==> src/rtl/mips_pkg.sv <==
// Shared MIPS instruction-format constants.
// Field bit positions and the instruction width used by the IF/ID queue and decoders.
package mips_pkg;

    localparam int INSTR_W   = 32;

    localparam int OP_MSB    = 31;
    localparam int OP_LSB    = 26;
    localparam int RS_MSB    = 25;
    localparam int RS_LSB    = 21;
    localparam int RT_MSB    = 20;
    localparam int RT_LSB    = 16;
    localparam int RD_MSB    = 15;
    localparam int RD_LSB    = 11;
    localparam int SHAMT_MSB = 10;
    localparam int SHAMT_LSB = 6;
    localparam int FUNCT_MSB = 5;
    localparam int FUNCT_LSB = 0;
    localparam int IMM16_MSB = 15;
    localparam int IMM16_LSB = 0;
    localparam int IMM26_MSB = 25;
    localparam int IMM26_LSB = 0;

    localparam int IMM16_W   = IMM16_MSB - IMM16_LSB + 1;

endpackage

==> src/rtl/instr_fields.sv <==
// Combinational field splitter with sign/zero extension of the 16-bit immediate.
// Ports: i_valid, i_instr in; o_opcode..o_imm26, o_imm_sext, o_imm_zext out (all 0 when !i_valid).
module instr_fields
    import mips_pkg::*;
(
    input  logic               i_valid,
    input  logic [INSTR_W-1:0] i_instr,
    output logic [5:0]         o_opcode,
    output logic [4:0]         o_rs,
    output logic [4:0]         o_rt,
    output logic [4:0]         o_rd,
    output logic [4:0]         o_shamt,
    output logic [5:0]         o_funct,
    output logic [15:0]        o_imm16,
    output logic [25:0]        o_imm26,
    output logic [31:0]        o_imm_sext,
    output logic [31:0]        o_imm_zext
);

    logic [INSTR_W-1:0] w_word;

    // Gating the word once zeroes every derived field when invalid.
    assign w_word     = i_valid ? i_instr : '0;

    assign o_opcode   = w_word[OP_MSB:OP_LSB];
    assign o_rs       = w_word[RS_MSB:RS_LSB];
    assign o_rt       = w_word[RT_MSB:RT_LSB];
    assign o_rd       = w_word[RD_MSB:RD_LSB];
    assign o_shamt    = w_word[SHAMT_MSB:SHAMT_LSB];
    assign o_funct    = w_word[FUNCT_MSB:FUNCT_LSB];
    assign o_imm16    = w_word[IMM16_MSB:IMM16_LSB];
    assign o_imm26    = w_word[IMM26_MSB:IMM26_LSB];
    assign o_imm_sext = {{(32-IMM16_W){w_word[IMM16_MSB]}},
                         w_word[IMM16_MSB:IMM16_LSB]};
    assign o_imm_zext = {{(32-IMM16_W){1'b0}},
                         w_word[IMM16_MSB:IMM16_LSB]};

endmodule

==> src/rtl/instr_field_queue.sv <==
// IF->ID instruction queue: DEPTH-entry FIFO of {instr, pc} with pre-split head fields.
// Ports: clk, reset (async low), flush; in_* push side; out_*/fields/count head side.
module instr_field_queue
    import mips_pkg::*;
#(
    parameter int DEPTH = 4,
    parameter int PC_W  = 32
) (
    input  logic                       clk,
    input  logic                       reset,
    input  logic                       flush,
    input  logic                       in_valid,
    output logic                       in_ready,
    input  logic [INSTR_W-1:0]         in_instr,
    input  logic [PC_W-1:0]            in_pc,
    output logic                       out_valid,
    input  logic                       out_ready,
    output logic [INSTR_W-1:0]         out_instr,
    output logic [PC_W-1:0]            out_pc,
    output logic [5:0]                 opcode,
    output logic [4:0]                 rs,
    output logic [4:0]                 rt,
    output logic [4:0]                 rd,
    output logic [4:0]                 shamt,
    output logic [5:0]                 funct,
    output logic [15:0]                imm16,
    output logic [25:0]                imm26,
    output logic [31:0]                imm_sext,
    output logic [31:0]                imm_zext,
    output logic [$clog2(DEPTH+1)-1:0] count
);

    localparam int PTR_W = $clog2(DEPTH);
    localparam int CNT_W = $clog2(DEPTH+1);

    logic [INSTR_W-1:0] r_instr_mem [DEPTH];
    logic [PC_W-1:0]    r_pc_mem    [DEPTH];
    logic [PTR_W-1:0]   r_wr_ptr;
    logic [PTR_W-1:0]   r_rd_ptr;
    logic [CNT_W-1:0]   r_count;

    logic w_full;
    logic w_valid;
    logic w_push;
    logic w_pop;

    assign w_full    = (r_count == CNT_W'(DEPTH));
    assign w_valid   = (r_count != '0);
    // Full blocks pushes even when a pop frees a slot this cycle.
    assign in_ready  = reset & ~w_full;
    assign out_valid = w_valid;
    assign count     = r_count;

    assign w_push = in_valid & in_ready & ~flush;
    assign w_pop  = w_valid & out_ready & ~flush;

    // Power-of-two DEPTH lets the pointers wrap naturally.
    always_ff @(posedge clk or negedge reset) begin
        if (!reset) begin
            r_wr_ptr <= '0;
            r_rd_ptr <= '0;
            r_count  <= '0;
        end else if (flush) begin
            r_wr_ptr <= '0;
            r_rd_ptr <= '0;
            r_count  <= '0;
        end else begin
            if (w_push) r_wr_ptr <= r_wr_ptr + 1'b1;
            if (w_pop)  r_rd_ptr <= r_rd_ptr + 1'b1;
            if (w_push && !w_pop)
                r_count <= r_count + 1'b1;
            else if (w_pop && !w_push)
                r_count <= r_count - 1'b1;
        end
    end

    // Storage holds no reset; validity comes from r_count alone.
    always_ff @(posedge clk) begin
        if (w_push) begin
            r_instr_mem[r_wr_ptr] <= in_instr;
            r_pc_mem[r_wr_ptr]    <= in_pc;
        end
    end

    assign out_instr = w_valid ? r_instr_mem[r_rd_ptr] : '0;
    assign out_pc    = w_valid ? r_pc_mem[r_rd_ptr]    : '0;

    instr_fields u_fields (
        .i_valid    (w_valid),
        .i_instr    (r_instr_mem[r_rd_ptr]),
        .o_opcode   (opcode),
        .o_rs       (rs),
        .o_rt       (rt),
        .o_rd       (rd),
        .o_shamt    (shamt),
        .o_funct    (funct),
        .o_imm16    (imm16),
        .o_imm26    (imm26),
        .o_imm_sext (imm_sext),
        .o_imm_zext (imm_zext)
    );

endmodule

==> config.mk <==
export PLATFORM = sky130hd
export DESIGN_NAME = instr_field_queue
export DESIGN_NICKNAME = d
export VERILOG_FILES = /design/src/rtl/mips_pkg.sv /design/src/rtl/instr_fields.sv /design/src/rtl/instr_field_queue.sv
export SDC_FILE = /design/constraint.sdc
export NUM_CORES = 1
export LEC_CHECK = 0
export CORE_ASPECT_RATIO = 0.8
export CORE_UTILIZATION = 30
export CTS_CLUSTER_SIZE = 10
export DETAILED_ROUTE_END_ITERATION = 7
export GPL_ROUTABILITY_DRIVEN = 0
export PLACE_DENSITY = 0.62
export SLEW_MARGIN = 20
export SYNTH_ARGS = -nofsm -noshare
export SYNTH_HDL_FRONTEND = slang
export SYNTH_HIERARCHICAL = 1
export SYNTH_SLANG_ARGS = --single-unit
==> constraint.sdc <==
create_clock -name clk -period 3.3 [get_ports clk]
set_clock_uncertainty 0.2 [all_clocks]
set_input_delay 0.33 -clock clk [delete_from_list [all_inputs] [get_ports clk]]
set_output_delay 0.33 -clock clk [all_outputs]
set_load 0.05 [all_outputs]
# == After elaboration in Yosys (flattened, before gate mapping) ==
# Memory sizes are Yosys's and may differ from the RTL's.
# Cells that the tools add are included.
# word_totals
register_bits,7
mem_bits_rw,256
inputBits,69
out_inout_bits,207
wordCells,36
n_memories,2
# mem_list
memory,depth,word_bits,read_ports,rd_clocked_by_memory_dff,wr,line_no,rtl
r_instr_mem,4,32,1,0,1,instr_field_queue.sv:36,logic [INSTR_W-1:0] r_instr_mem [DEPTH];
r_pc_mem,4,32,1,0,1,instr_field_queue.sv:37,logic [PC_W-1:0] r_pc_mem [DEPTH];
# classes
n_addsub,4
eq_ne,1
mux,11
bitwise,7
reduce_logical,8
# ops
cell,n
$mux 32,2
$mux 3,3
$mux 2,4
$reduce_bool 3->1,2
$and 1x1->1,5
$add 2x1->2 const B,2
$reduce_bool 2->1,2
$add 3x1->3 const B,1
$eq 3x3->1 const B,1
$sub 3x1->3 const B,1
$logic_and 1x1->1,2
$logic_not 1->1,2
$mux 1,2
$not 1->1,2

# == Logic depth before layout (Yosys ltp) ==
# depth
word_depth,10
mapped_depth,10
depth_no_buf,9

# == Cells and area by module ==
# Netlist, hierarchy kept.
# modules_own_cells
module,instances,cells_each,area_each_um2,seq_area_each_um2
instr_field_queue,1,465,10204.8,7862.5
instr_fields,1,142,1054.8,0.0

# == Least setup slack after synthesis ==
# No wires, ideal clock.
# synth_path
kind,register to register
from,"register r_count[1], in the netlist count[1]"
to,"memory r_instr_mem[0][0], enable pin"
setup_time_ps,429
arrival_time_ps,2791
required_ps,2671
path_slack_ps,-119
stages_incl_launch_ff,5
n_path_buf,0
synth_period_minus_slack_ps,3419
path_cell_list,dfrtp_1 > nor2_1 > a21o_1 > nor2_1 > and2_1
# synth_via
elab_chain_cells,7
# synth_rtl
item,line_no,rtl
start: declaration,instr_field_queue.sv:40,logic [CNT_W-1:0] r_count;
start signal: assignment,instr_field_queue.sv:71,r_count <= r_count + 1'b1;
start signal: assignment,instr_field_queue.sv:73,r_count <= r_count - 1'b1;
$eq 3x3->1,instr_field_queue.sv:47,assign w_full = (r_count == CNT_W'(DEPTH));
$not 1->1,instr_field_queue.sv:50,assign in_ready = reset & ~w_full;
$and 1x1->1,instr_field_queue.sv:50,
$and 1x1->1 (2 in series),instr_field_queue.sv:54,assign w_push = in_valid & in_ready & ~flush;
$mux 1,instr_field_queue.sv:79,if (w_push) begin
$mux 1 (not written as such),instr_field_queue.sv:80,r_instr_mem[r_wr_ptr] <= in_instr;
end: declaration,instr_field_queue.sv:36,
# No other way between the ends.

# == Worst setup path in the final report ==
# layout_path
from,register r_rd_ptr[0]
to,output imm16[7]
# layout_via
elab_chain_cells,2
# layout_rtl
item,line_no,rtl
start: declaration,instr_field_queue.sv:39,logic [PTR_W-1:0] r_rd_ptr;
start signal: assignment,instr_field_queue.sv:69,if (w_pop) r_rd_ptr <= r_rd_ptr + 1'b1;
$mem_v2 4x32,--,
$mux 32,instr_fields.sv:23,assign w_word = i_valid ? i_instr : '0;
end: declaration,instr_field_queue.sv:26,"output logic [15:0] imm16,"
# No other way between the ends.

==> results.cfg <==
[cts]
cts_tree = built
clkSlewWorstSetupHoldPaths_ps = 60
clk_latency_ps = 560
cts_made_buffers = 30
clockBufferDepth = 3
htreeDepth = 1
clock-root-buffer = clkbuf_16
post_cts_buffers = 0
clock_sinks = 263

[sta]
tns_ps = 0
fin_ws_ps = 116.6
period_share = 0.9647
worst_pin_slew_ps = 550.3
finalSetupViolCount = 0
max_freq_mhz = 314.1
drv_slew = 0
hold_viol = 0
period_needed_ps = 3183
slew_headroom = 0.6332
grt_setup_unrepaired = false

[synth]
synth_area_leaders = edfxtp_1, mux4_2, buf_4, and2_1, and2_2
ys_ff_latch = 263
ys_seq_area_frac = 0.6983
netlist_instances = 607
synth.most_common_cell = edfxtp_1
syn-cell-area_um2 = 11260
synthDistinctLibCells = 35
ys.flop_type = edfxtp_1
yosys_warnings = 6
synthArstFlopShare = 0.02662
synth_edf_count = 256
synth_top_area_share = 0.6827
avgSynthCellArea_um2 = 18.55
synthTopCellsByCount = edfxtp_1, buf_4, and2_1
yosysTopAreaCell = edfxtp_1

[power]
peakVddDrop_v = 0.0006754
power.density_cell_area_nw_per_um2 = 915.8
cellLeakagePower_uw = 0.005289

[flow_run]
cap_violations = 0

[floorplanning]
io_pins = 276
dieArea_um2 = 38320
die_h_um = 175.3
placeableCoreArea_um2 = 37050
fp-row-count = 63
start_util = 0.3039
die_w_um = 218.6

[grt]
grt_usage = 0.1168
grt_max_degree = 65
overflow = 0
grt_pass1_vias = 5605
antenna_found_initial = 2
grt_pass1_wl_um = 33680

[hold_path]
hp-class = in2reg

[placed_design]
hpwl_um = 13800
dp_worst_setup_slack_ps = 364.1
port_buffers = 259

[setup_path]
startpoint_type = flip-flop
worst-setup-path-type = reg2out
required_ps = 2770
cp_max_fo = 12
end_kind = output port
critPathArrivalTime_ps = 2650

[layout]
area_growth_pct = 27.18
antennaDiodeCount = 0
drive_gt1_frac = 0.3217
layout.nets = 869
fillers = 3421

[drt]
finalWirelength_um = 23420
vias_per_cell = 4.369
antenna_left = 0
dr.pass1.iters = 4
vias = 5619
wl_per_cell_um = 18.21
drt_iter0_markers = 274
post-route-drc-count = 0

[outcome]
status = completed
-- layout by cell type, fill, tap and decap left out, types with 4 or more instances in the layout --
cell / n
mux4_2: 64
dfrtp_1: 5
ha_1: 4
edfxtp_1: 256
clkbuf_16: 30
buf_12: 8
clkdlybuf4s50_1: 85
buf_4: 113
and2_2: 32
inv_1: 4
dlygate4sd2_1: 47
dlymetal6s2s_1: 19
nor2_1: 8
and2_1: 65
and2_4: 4
conb_1: 16
-- kinds of logic after synthesis --
kind of cell / Yosys count / share of synthesized area
AOI/OAI and AO/OA: 10 / 0.008224
xor gates and xnor gates: 5 / 0.003890
adders and majority gates: 5 / 0.006223
buffers and inverters: 137 / 0.08601
DFF: 263 / 0.6983
muxes: 65 / 0.1289
other: 1 / 0.0003331
and+or+nand+nor: 121 / 0.06812
-- critical path, cell delays in order, from the launching register on --
cell             delay [ps]
dfrtp_4                 600
mux4_2                  550
and2_2                  230
clkdlybuf4s50_1         700
-- report_power, final --
part / internal, uW / switching (uW)
Combinational: 1920 / 4540
Clock: 1610 / 1200
Sequential: 3750 / 94.0
-- flip-flops by register name (all words and copies together), names as in the netlist --
register     count
r_instr_mem    128
r_pc_mem       128
count            3
r_rd_ptr         2
r_wr_ptr         2
-- layout make-up --
type / count / area [um2] / share of cell area
Tap cell: 487 / 609.3 / 0.04255
Clock inverter: 3 / 37.54 / 0.002621
Sequential cell: 263 / 7870 / 0.5496
Timing Repair Buffer: 273 / 2519 / 0.1759
Inverter: 4 / 15.01 / 0.001048
Clock buffer: 33 / 762.0 / 0.05321
Multi-Input combinational cell: 223 / 2507 / 0.1751
-- metrics by stage --
stage | power (uW) | hold slack [ps] | utilization | instances | cell area (um2)
floorplan | 9186 | -165.6 | - | 622 | 11320
global placement | 10560 | 373.2 | 0.3647 | 1248 | 13510
detailed placement | 10580 | 389.8 | 0.3647 | 1248 | 13510
CTS | 13270 | 154.7 | 0.3850 | 1285 | 14260
global route | 13660 | 175.6 | 0.3865 | 1286 | 14320
finish | 13110 | 188.1 | 0.3865 | 1286 | 14320
-- path summary, 6_finish.rpt --
path	depth (start not counted)	endpoint	start	slack [ps]
setup / recovery	3	imm16[7]	r_rd_ptr[0]	120
hold / removal	1	r_pc_mem[0][0]	in_pc[0]	190
setup reg to reg	8	count[2]	count[2]	410
hold reg to reg	2	r_wr_ptr[1]	r_wr_ptr[1]	390
max in group asynchronous	3	r_rd_ptr[1]	reset	2300
min in group asynchronous	3	count[2]	reset	450
-- what timing repair did --
action	CTS	global route
endpoints found under the setup margin	129	38
hold buffers	1	0
pin swaps	0	1
cloned	0	1
gates resized for setup	48	19
hold endpoints to repair	7	0
-- per-layer routing --
layer  share of wire  GRT usage  up-vias
met5         0.00056          0        -
met1            0.40     0.1382     2798
met2            0.49     0.1995      230
met3           0.090    0.04450       37
li1                -          -     2552
met4           0.021    0.02768        2
No activity file was read; power rests on OpenSTA's default activity.
